File: src/rtl/mem_port_pkg.sv
// Shared types and constants for the memory port requester.
// The in-flight read tracker length follows MEM_READ_LATENCY.
package mem_port_pkg;

  localparam int MEM_READ_LATENCY = 2;

  localparam int unsigned MEM_ADDR_W = 32;
  localparam int unsigned MEM_DATA_W = 32;

  typedef struct packed {
    logic                  write;
    logic [MEM_ADDR_W-1:0] addr;
    logic [MEM_DATA_W-1:0] wdata;
  } mem_req_t;

endpackage

File: src/rtl/resp_fifo.sv
// Synchronous response FIFO; pointers wrap modulo DEPTH (any DEPTH >= 2).
// Storage is not reset, only pointers and count.
module resp_fifo #(
  parameter int unsigned DEPTH = 4,
  parameter int unsigned WIDTH = 32
) (
  input  logic                       clk_i,
  input  logic                       rst_i,
  input  logic                       push_i,
  input  logic [WIDTH-1:0]           push_data_i,
  input  logic                       pop_i,
  output logic [WIDTH-1:0]           pop_data_o,
  output logic [$clog2(DEPTH+1)-1:0] count_o
);

  localparam int unsigned PTR_W = $clog2(DEPTH);
  localparam int unsigned CNT_W = $clog2(DEPTH + 1);

  logic [WIDTH-1:0] mem_q [DEPTH];
  logic [PTR_W-1:0] wr_ptr_q, wr_ptr_d;
  logic [PTR_W-1:0] rd_ptr_q, rd_ptr_d;
  logic [CNT_W-1:0] count_q, count_d;
  logic             do_push;
  logic             do_pop;

  function automatic logic [PTR_W-1:0] ptr_inc(input logic [PTR_W-1:0] p);
    return (p == PTR_W'(DEPTH - 1)) ? '0 : p + PTR_W'(1);
  endfunction

  assign do_push = push_i && (count_q != CNT_W'(DEPTH));
  assign do_pop  = pop_i && (count_q != '0);

  always_comb begin
    wr_ptr_d = wr_ptr_q;
    rd_ptr_d = rd_ptr_q;
    count_d  = count_q + CNT_W'(do_push) - CNT_W'(do_pop);
    if (do_push) wr_ptr_d = ptr_inc(wr_ptr_q);
    if (do_pop)  rd_ptr_d = ptr_inc(rd_ptr_q);
  end

  always_ff @(posedge clk_i or posedge rst_i) begin
    if (rst_i) begin
      wr_ptr_q <= '0;
      rd_ptr_q <= '0;
      count_q  <= '0;
    end else begin
      wr_ptr_q <= wr_ptr_d;
      rd_ptr_q <= rd_ptr_d;
      count_q  <= count_d;
    end
  end

  always_ff @(posedge clk_i) begin
    if (do_push) mem_q[wr_ptr_q] <= push_data_i;
  end

  assign pop_data_o = mem_q[rd_ptr_q];
  assign count_o    = count_q;

endmodule

File: src/rtl/mem_port_master.sv
// Valid/ready request stream to fixed-latency memory port strobes, with
// credit-based read tracking and a response FIFO for client backpressure.
module mem_port_master
  import mem_port_pkg::*;
#(
  parameter int unsigned ADDR_W     = 32,
  parameter int unsigned DATA_W     = 32,
  parameter int unsigned RESP_DEPTH = 4
) (
  input  logic              clock,
  input  logic              reset,
  input  logic              req_valid,
  output logic              req_ready,
  input  logic              req_write,
  input  logic [ADDR_W-1:0] req_addr,
  input  logic [DATA_W-1:0] req_wdata,
  output logic              resp_valid,
  input  logic              resp_ready,
  output logic [DATA_W-1:0] resp_rdata,
  output logic              mem_en,
  output logic              mem_we,
  output logic [ADDR_W-1:0] mem_addr,
  output logic [DATA_W-1:0] mem_din,
  input  logic [DATA_W-1:0] mem_dout
);

  localparam int unsigned CNT_W = $clog2(RESP_DEPTH + 1);
  localparam int unsigned OCC_W = CNT_W + 1;

  logic [MEM_READ_LATENCY-1:0] rd_pipe_q, rd_pipe_d;
  logic [CNT_W-1:0]            fifo_count;
  logic [OCC_W-1:0]            occupancy_c;
  logic                        accept;
  logic                        pop;

  // Credit: entries already buffered plus reads still inside the memory.
  always_comb begin
    occupancy_c = OCC_W'(fifo_count);
    for (int i = 0; i < MEM_READ_LATENCY; i++) begin
      occupancy_c = occupancy_c + OCC_W'(rd_pipe_q[i]);
    end
  end

  assign req_ready = !reset && (occupancy_c < OCC_W'(RESP_DEPTH));
  assign accept    = req_valid && req_ready;

  assign mem_en   = accept;
  assign mem_we   = accept && req_write;
  assign mem_addr = req_addr;
  assign mem_din  = req_wdata;

  assign rd_pipe_d = {rd_pipe_q[MEM_READ_LATENCY-2:0], accept && !req_write};

  always_ff @(posedge clock or posedge reset) begin
    if (reset) rd_pipe_q <= '0;
    else       rd_pipe_q <= rd_pipe_d;
  end

  assign resp_valid = (fifo_count != '0);
  assign pop        = resp_valid && resp_ready;

  resp_fifo #(
    .DEPTH (RESP_DEPTH),
    .WIDTH (DATA_W)
  ) u_resp_fifo (
    .clk_i       (clock),
    .rst_i       (reset),
    .push_i      (rd_pipe_q[MEM_READ_LATENCY-1]),
    .push_data_i (mem_dout),
    .pop_i       (pop),
    .pop_data_o  (resp_rdata),
    .count_o     (fifo_count)
  );

endmodule
File: config.mk
export PLATFORM = sky130hd
export DESIGN_NAME = mem_port_master
export DESIGN_NICKNAME = d
export VERILOG_FILES = /design/src/rtl/mem_port_pkg.sv /design/src/rtl/resp_fifo.sv /design/src/rtl/mem_port_master.sv
export SDC_FILE = /design/constraint.sdc
export NUM_CORES = 1
export LEC_CHECK = 0
export CORE_MARGIN = 4
export CORE_UTILIZATION = 45
export DETAILED_ROUTE_END_ITERATION = 10
export GPL_TIMING_DRIVEN = 0
export PLACE_DENSITY_LB_ADDON = 0.25
export RECOVER_POWER = 100
export SLEW_MARGIN = 0
export SYNTH_ARGS = -nofsm -noshare
export SYNTH_HDL_FRONTEND = slang
export SYNTH_HIERARCHICAL = 1
export SYNTH_SLANG_ARGS = --single-unit
File: constraint.sdc
create_clock -name clock -period 2.9 [get_ports clock]
set_input_delay 0.58 -clock clock [delete_from_list [all_inputs] [get_ports clock]]
set_output_delay 0.58 -clock clock [all_outputs]
set_load 0.005 [all_outputs]
Word level (Yosys, flattened, before mapping)
Memory sizes are Yosys's and may differ from the RTL's.
Index checks and enable logic that the tools add are counted.
{"block": "classes", "muxes": 4, "n_lt_le_gt_ge": 1, "reduce_logical": 10, "n_addsub": 6, "n_eq_ne": 3}
{"operator": "$logic_and 1x1->1", "count": 7}
{"operator": "$add 2x1->2 const B", "count": 2}
{"operator": "$add 3x1->4", "count": 1}
{"operator": "$add 4x1->4", "count": 1}
{"operator": "$eq 2x2->1 const B", "count": 2}
{"operator": "$lt 4x3->1 const B", "count": 1}
{"operator": "$mux 2", "count": 2}
{"operator": "$add 3x1->3", "count": 1}
{"operator": "$ne 3x3->1 const B", "count": 1}
{"operator": "$reduce_bool 3->1", "count": 1}
{"operator": "$sub 3x1->3", "count": 1}
{"operator": "$logic_not 1->1", "count": 2}
{"operator": "$mux 1", "count": 2}
{"block": "word_totals", "n_memories": 1, "wordCells": 29, "ff_bits": 9, "input_bits": 101, "mem_bits_rw": 128}
{"name": "u_resp_fifo.mem_q", "depth": 4, "word_bits": 32, "rd": 1, "rd_clocked_by_memory_dff": 0, "wr": 1, "line": "resp_fifo.sv:19", "text": "logic [WIDTH-1:0] mem_q [DEPTH];"}

Longest topological paths before layout
Gate-level depths: netlist of the first run.
{"block": "depth", "ltp_word": 6, "ltp_mapped": 11, "depth_no_buf": 11}

Modules after synthesis
Netlist of the first run, hierarchy kept.
{"mod": "resp_fifo", "area_per_inst_um2": 5102.4, "n_inst": 1, "seq_area_each_um2": 4018.9, "cells_per_inst": 206}
{"mod": "mem_port_master", "area_per_inst_um2": 614.3, "n_inst": 1, "seq_area_each_um2": 50.0, "cells_per_inst": 78}

Worst setup path after synthesis of the first run
No wires, ideal clock.
{"block": "synth_timing", "kind": "flip-flop to flip-flop", "from": "register u_resp_fifo.count_q[1] (netlist: u_resp_fifo/count_o[1])", "to": "register u_resp_fifo.count_q[2] (netlist: u_resp_fifo/count_o[2])", "t_required_ps": 2770, "stages_incl_launch_ff": 12, "path_slack_ps": 483, "n_path_buf": 0, "t_arrival_ps": 2287, "synth_period_minus_slack_ps": 2417, "cell_sequence": "dfrtp_1 or3_1 and2_1 o31ai_2 inv_1 ha_1 inv_1 ha_1 inv_1 fa_1 xnor2_1 xnor2_1"}
{"block": "synth_via", "elab_chain_cells": 4, "elab_cells_between_ends": 7, "classes_between": "2 x add/sub; 1 x eq/ne; 4 x reduce/logical"}
{"item": "start: declaration", "line": "resp_fifo.sv:22", "text": "logic [CNT_W-1:0] count_q, count_d;"}
{"item": "start signal: assignment", "line": "resp_fifo.sv:49", "text": "count_q <= count_d;"}
{"item": "$reduce_bool 3->1", "line": "mem_port_master.sv:59", "text": "assign resp_valid = (fifo_count != '0);"}
{"item": "net resp_valid", "line": "mem_port_master.sv:17", "text": "output logic resp_valid,"}
{"item": "$logic_and 1x1->1", "line": "mem_port_master.sv:60", "text": "assign pop = resp_valid && resp_ready;"}
{"item": "net pop", "line": "mem_port_master.sv:34", "text": "logic pop;"}
{"item": "$logic_and 1x1->1", "line": "resp_fifo.sv:31", "text": "assign do_pop = pop_i && (count_q != '0);"}
{"item": "net u_resp_fifo.do_pop", "line": "resp_fifo.sv:24", "text": "logic do_pop;"}
{"item": "$sub 3x1->3", "line": "resp_fifo.sv:36", "text": "count_d = count_q + CNT_W'(do_push) - CNT_W'(do_pop);"}
{"item": "net u_resp_fifo.count_d[2]", "line": "resp_fifo.sv:22"}
The timed path passes the listed nets, and every way through them passes these cells.
A chain may end at the register's enable or synchronous reset.

Worst setup path after layout of the first run
{"block": "layout_timing", "from": "register u_resp_fifo.rd_ptr_q[1]", "to": "output port resp_rdata[15]"}
{"block": "layout_via", "elab_chain_cells": 1}
{"item": "start: declaration", "line": "resp_fifo.sv:21", "text": "logic [PTR_W-1:0] rd_ptr_q, rd_ptr_d;"}
{"item": "start signal: assignment", "line": "resp_fifo.sv:48", "text": "rd_ptr_q <= rd_ptr_d;"}
{"item": "$mem_v2 4x32"}
{"item": "end: declaration", "line": "mem_port_master.sv:19", "text": "output logic [DATA_W-1:0] resp_rdata,"}
Every way passes these cells.

==> flow_summary.json, run 1 <==
{
  "outcome": "complete, no violations",
  "ant_nets": 0,
  "first_iter_violations": 129,
  "highest_layer": "met4",
  "syn_nets": 394,
  "numPortBuffers": 136,
  "synthArstFlopShare_pct": 6.57,
  "maxSlewHeadroom_pct": 8.71,
  "yosysMostFrequentCell": "edfxtp_1",
  "worstSetupStartpointType": "flip-flop",
  "grt_pass1_wl_um": 17200,
  "fin_ws_ns": 0.154,
  "wl_per_cell_um": 17.7,
  "synth_area_per_cell_um2": 20.1,
  "drc_errors": 0,
  "worst_slew_pin_slew_ns": 1.37,
  "place_congestion": 0.705,
  "syn_area_mm2": 0.00572,
  "finalPower_uw": 6200,
  "dp_hpwl_um": 7530,
  "ys.flop_type": "edfxtp_1",
  "max-cap-violations": 0,
  "clk_pin_slew_ns": 0.05,
  "routed_via_density": 4.76,
  "grt_overflow": 0,
  "fin_crit_ns": 2.75,
  "cts_buffers": 17,
  "m1WireLength_um": 4240,
  "hold_path_class": "flip-flop to flip-flop",
  "htree_levels": 4,
  "synthCells": 284,
  "p_leak_uw": 0.00287,
  "yosys-top-cells-area": "edfxtp_1 67%, mux4_2 11%, buf_4 8.4%",
  "required_ns": 2.32,
  "synth_warnings": 6,
  "skew_ns": 0.00768,
  "num_antenna_cells": 0,
  "design.core.area_mm2": 0.0122,
  "synth.yosys.seq_area_share_pct": 71.2,
  "setup-tns-final_ns": 0,
  "yosysUniqueCellTypes": 26,
  "start_util_pct": 46.8,
  "area.growth.synth_to_final_pct": 37.9,
  "firstDrtPassIters": 4,
  "post-route-period-util_pct": 94.7,
  "cts_tree": "built",
  "drive_gt1_share_pct": 29.1,
  "rsz0062_at_grt": "no",
  "yosys.area.top_type": "edfxtp_1",
  "grt_pass1_vias": 3223,
  "cts_root_buffer": "clkbuf_16",
  "synthTopCellsByCount": "128 x edfxtp_1, 64 x buf_4, 28 x mux4_2, 10 x inv_1, 9 x dfrtp_1",
  "post-cts-setup-buffer-count": 0,
  "finalSetupViolCount": 0,
  "synth_seq_cells": 137,
  "worstRegToRegCells": 11,
  "cp_max_fo": 10,
  "worstSetupEndpointType": "output port",
  "track_usage_pct": 15.7,
  "pin_count": 201,
  "holdWs_ns": 0.388,
  "finalHoldViolations": 0,
  "fp.dieArea_mm2": 0.0146,
  "grt_start_max_net_pins": 33,
  "chipHeight_um": 121,
  "slew_viol_final": 0,
  "clkLatencyLatePin_ns": 0.40,
  "vias": 2959,
  "min_path_cells": 0,
  "synth_edf_count": 128,
  "worstPathArrival_ns": 2.17,
  "antenna_found_initial": 0,
  "clk_path_buf_depth": 2,
  "path_class": "flip-flop to output port",
  "peakVddDrop_mv": 0.438,
  "wirelength_um": 11000,
  "wl_met2_um": 5940,
  "nFillCells": 864,
  "fin_nets": 550,
  "power.density_mw_per_mm2": 787,
  "clock-sinks": 137,
  "met3WireLength_um": 730,
  "timing.fmax_mhz": 364,
  "dieWidth_um": 121,
  "synth_top_area_share_pct": 67.2,
  "rows": 40,
  "place_ws_ns": 0.166
}
-- sequential cells by signal, summed over array words and instances, names as in the netlist --
register / cells
u_resp_fifo/rd_ptr_q: 2
u_resp_fifo/count_o: 3
u_resp_fifo/wr_ptr_q: 2
u_resp_fifo/mem_q: 128
rd_pipe_q: 2
-- cell usage in the layout, fill, tap and decap left out, drive strengths merged --
cell           count
buf               70
bufinv             2
nor3               1
clkbuf            27
a211oi             1
a21oi              1
xnor2              2
or4b               1
a21boi             1
a21o               2
fa                 1
mux4              32
clkinv             2
dlygate4sd2        1
clkinvlp           4
clkdlybuf4s50     33
or3                1
dlygate4sd3      101
edfxtp           128
inv               10
dfrtp              9
o31ai              1
a2111oi            2
ha                 8
mux2               3
and2               5
nand2              1
nor2               2
dlymetal6s2s       1
-- final timing paths --
check	startpoint	slack (ns)	endpoint
min in group asynchronous	reset	0.56	rd_pipe_q[0]
min	rd_pipe_q[0]	0.39	rd_pipe_q[1]
max	u_resp_fifo/rd_ptr_q[1]	0.15	resp_rdata[15]
max in group asynchronous	reset	2.03	u_resp_fifo/wr_ptr_q[1]
max reg2reg	u_resp_fifo/count_o[1]	0.33	u_resp_fifo/count_o[2]
min reg2reg	rd_pipe_q[0]	0.39	rd_pipe_q[1]
-- power by group --
part / leakage (uW) / switching [uW] / internal [uW] / total [uW]
Sequential: 0.00126 / 85.5 / 2290 / 2380
Combinational: 0.00135 / 667 / 1140 / 1800
Clock: 0.000258 / 736 / 1280 / 2020
-- worst max-delay path, cell delays in order, from the launching register on --
cell and delay [ns]:
dfrtp_1 0.34, buf_1 0.29, clkbuf_4 0.32, mux4_2 0.34, clkdlybuf4s50_1 0.46
-- metal layers --
layer  GRT usage (%)  up-vias
met5               0        -
met4            4.89        0
met3            5.14        9
met2            27.9      122
met1            17.9     1472
li1                -     1356
-- metrics by stage --
step	cells	area [um2]	utilization, %
2_1_floorplan	284	5720	-
3_3_place_gp	588	7290	59.7
3_5_place_dp	589	7320	59.9
4_1_cts	621	7890	64.6
5_1_grt	621	7880	64.6
6_report	621	7880	64.6
-- timing repair --
action,4_1_cts,5_1_grt
resized for setup,4,5
hold buffers,0,0
gates cloned,0,0
endpoints found under the setup margin,2,24
-- final cells by class --
class | instances | area (um2) | share of cell area [%]
Sequential cell | 137 | 4070 | 51.6
Timing Repair Buffer | 137 | 1390 | 17.6
Multi-Input combinational cell | 65 | 1040 | 13.2
Buffer | 72 | 578 | 7.33
Clock buffer | 24 | 462 | 5.86
Tap cell | 168 | 210 | 2.67
Clock inverter | 8 | 98.8 | 1.25
Inverter | 10 | 37.5 | 0.476
-- logic make-up (layout without fill, tap and decap cells) --
logic type / Yosys count / count (layout) / share of synthesized area [%]
AO/OA/AOI/OAI: 8 / 8 / 1.20
XOR/XNOR: 2 / 2 / 0.306
adder cells (fa/ha/maj): 9 / 9 / 2.10
buffers and inverters: 82 / 251 / 10.6
flip-flops: 137 / 137 / 71.2
multiplexers: 35 / 35 / 13.5
AND/OR/NAND/NOR: 11 / 11 / 1.12
Power figures use the tool's default switching activity.
==> run 2: changes to the inputs <==
- CORE_UTILIZATION: 45 -> 41
- SKIP_LAST_GASP: default -> 1
- clock period: 2.9 -> 2.48 ns (I/O delays scaled with it)
==> run 2 against run 1 <==
Worst hold slack got worse by 0.0097 ns. Clock power rose by 19%. Clock-buffer cell count is 2 lower. Critical endpoint is now resp_rdata[1]. Largest power group unchanged. Highest routed layer is now met5.
==> flow_summary.json, run 2 (same netlist as run 1, synthesis figures left out) <==
{
  "required_ns": 1.98,
  "finalSetupViolCount": 0,
  "cts_root_buffer": "clkbuf_16",
  "outcome": "complete, no violations",
  "placed_cell_area_mm2": 0.00740,
  "first_iter_violations": 137,
  "power.density_mw_per_mm2": 931,
  "max-cap-violations": 0,
  "slowest_stage": "mux4_1",
  "skew_ns": 0.00633,
  "drive_gt1_share_pct": 35.3,
  "dieWidth_um": 126,
  "worstSetupEndpointType": "output port",
  "numPortBuffers": 136,
  "grt_overflow": 0,
  "cpLargestDelayFamily": "buffers and inverters",
  "antenna_found_initial": 1,
  "maxSlewHeadroom_pct": 68.1,
  "rsz0062_at_grt": "yes",
  "hold_path_class": "flip-flop to flip-flop",
  "place_congestion": 0.660,
  "path_class": "flip-flop to output port",
  "dp_hpwl_um": 7360,
  "finalHoldViolations": 0,
  "pin_count": 201,
  "worst_slew_pin_slew_ns": 0.478,
  "setup-tns-final_ns": 0,
  "worstPathArrival_ns": 1.97,
  "fin_nets": 576,
  "track_usage_pct": 14.3,
  "reg2reg_slack_ns": 0.06,
  "chipHeight_um": 126,
  "cts_tree": "built",
  "clkLatencyLatePin_ns": 0.41,
  "peakVddDrop_mv": 0.544,
  "rows": 42,
  "power_frac_clock_pct": 31.5,
  "ff_latch_area_mm2": 0.00407,
  "power_frac_seq_pct": 36.4,
  "drc_errors": 0,
  "crit_buf_inv": 4,
  "largest_reg_flops": 128,
  "clk_pin_slew_ns": 0.06,
  "place_ws_ns": -0.108,
  "mostFrequentLayoutCells": "128 x edfxtp_1, 87 x buf_4, 68 x clkdlybuf4s50_1",
  "multi_input_area_mm2": 0.00107,
  "switchingPower_uw": 1840,
  "area.growth.synth_to_final_pct": 43.6,
  "crit_path_start": "u_resp_fifo/rd_ptr_q[0]",
  "hold_start": "rd_pipe_q[0]",
  "fp.dieArea_mm2": 0.0159,
  "cp_max_fo": 6,
  "fin_ws_ns": 0.0162,
  "sw_frac_of_total_pct": 24.1,
  "num_antenna_cells": 0,
  "htree_levels": 4,
  "clk_path_buf_depth": 2,
  "finalInstanceArea_mm2": 0.00821,
  "vias": 3074,
  "crit_path_max_incr_delay_ns": 0.55,
  "grt_pass1_wl_um": 17300,
  "grt_pass1_vias": 3234,
  "start_util_pct": 42.5,
  "path_cells": "buf_8, buf_4, buf_12, mux4_1, dlygate4sd2_1",
  "slew_viol_final": 0,
  "clock-sinks": 137,
  "worstSetupStartpointType": "flip-flop",
  "p_comb_share_pct": 32.1,
  "fin_crit_ns": 2.46,
  "cts_buffers": 17,
  "timing.fmax_mhz": 406,
  "nFillCells": 1056,
  "firstDrtPassIters": 4,
  "ant_nets": 0,
  "post-route-period-util_pct": 99.3,
  "top_register": "u_resp_fifo/mem_q",
  "grt_start_max_net_pins": 29,
  "design.core.area_mm2": 0.0135,
  "layout_commonest_cell": "edfxtp_1",
  "wl_per_cell_um": 16.9,
  "p_leak_uw": 0.00306,
  "wirelength_um": 11100,
  "routed_via_density": 4.69,
  "r2r-start": "u_resp_fifo/count_o[0]",
  "internal_power_uw": 5800
}
-- run 2: final cells by class --
| class | count | share of cell area (%) |
|---|---|---|
| Buffer | 71 | 7.04 |
| Clock buffer | 22 | 5.41 |
| Clock inverter | 10 | 1.54 |
| Inverter | 10 | 0.457 |
| Multi-Input combinational cell | 65 | 13.0 |
| Sequential cell | 137 | 49.6 |
| Tap cell | 176 | 2.68 |
| Timing Repair Buffer | 164 | 20.2 |
-- run 2: repair_timing --
| item | in CTS | in global routing |
|---|---|---|
| gates cloned | 1 | 0 |
| pin swaps | 0 | 0 |
| hold buffers | 0 | 0 |
| setup endpoints to repair | 36 | 24 |
| endpoints found under the hold margin | 0 | 0 |
| resized for setup | 48 | 27 |
| setup buffers | 15 | 8 |
-- run 2: through the flow --
stage | power (uW) | hold WS (ns) | utilization, % | std cells
floorplan | 4010 | 0.237 | - | 284
global route | 8040 | 0.400 | 61.0 | 655
CTS | 7590 | 0.360 | 60.2 | 647
detailed placement | 5060 | 0.370 | 55.0 | 600
global placement | 5010 | 0.363 | 54.3 | 596
finish | 7640 | 0.379 | 61.0 | 655
-- run 2: path summary, 6_finish.rpt --
| check | end | cells after the start |
|---|---|---|
| max | resp_rdata[1] | 5 |
| min | rd_pipe_q[1] | 0 |
| max reg2reg | u_resp_fifo/count_o[2] | 11 |
| min reg2reg | rd_pipe_q[1] | 0 |
| max in group asynchronous | u_resp_fifo/count_o[2] | 2 |
| min in group asynchronous | rd_pipe_q[0] | 2 |
-- run 2: metal layers --
layer	GRT usage [%]	vias up	part of all wire (%)
met4	5.68	2	1.6
met3	5.17	20	6.7
met2	23.7	118	51
met5	0	-	0.12
met1	16.9	1515	40
li1	-	1419	-
-- run 2: power groups by stage --
stage	combinational, uW	clock (uW)	sequential, uW
global placement	2180	0	2830
CTS	2320	2480	2790
global route	2660	2590	2790
floorplan	1200	0	2810
detailed placement	2230	0	2830
finish	2450	2410	2780
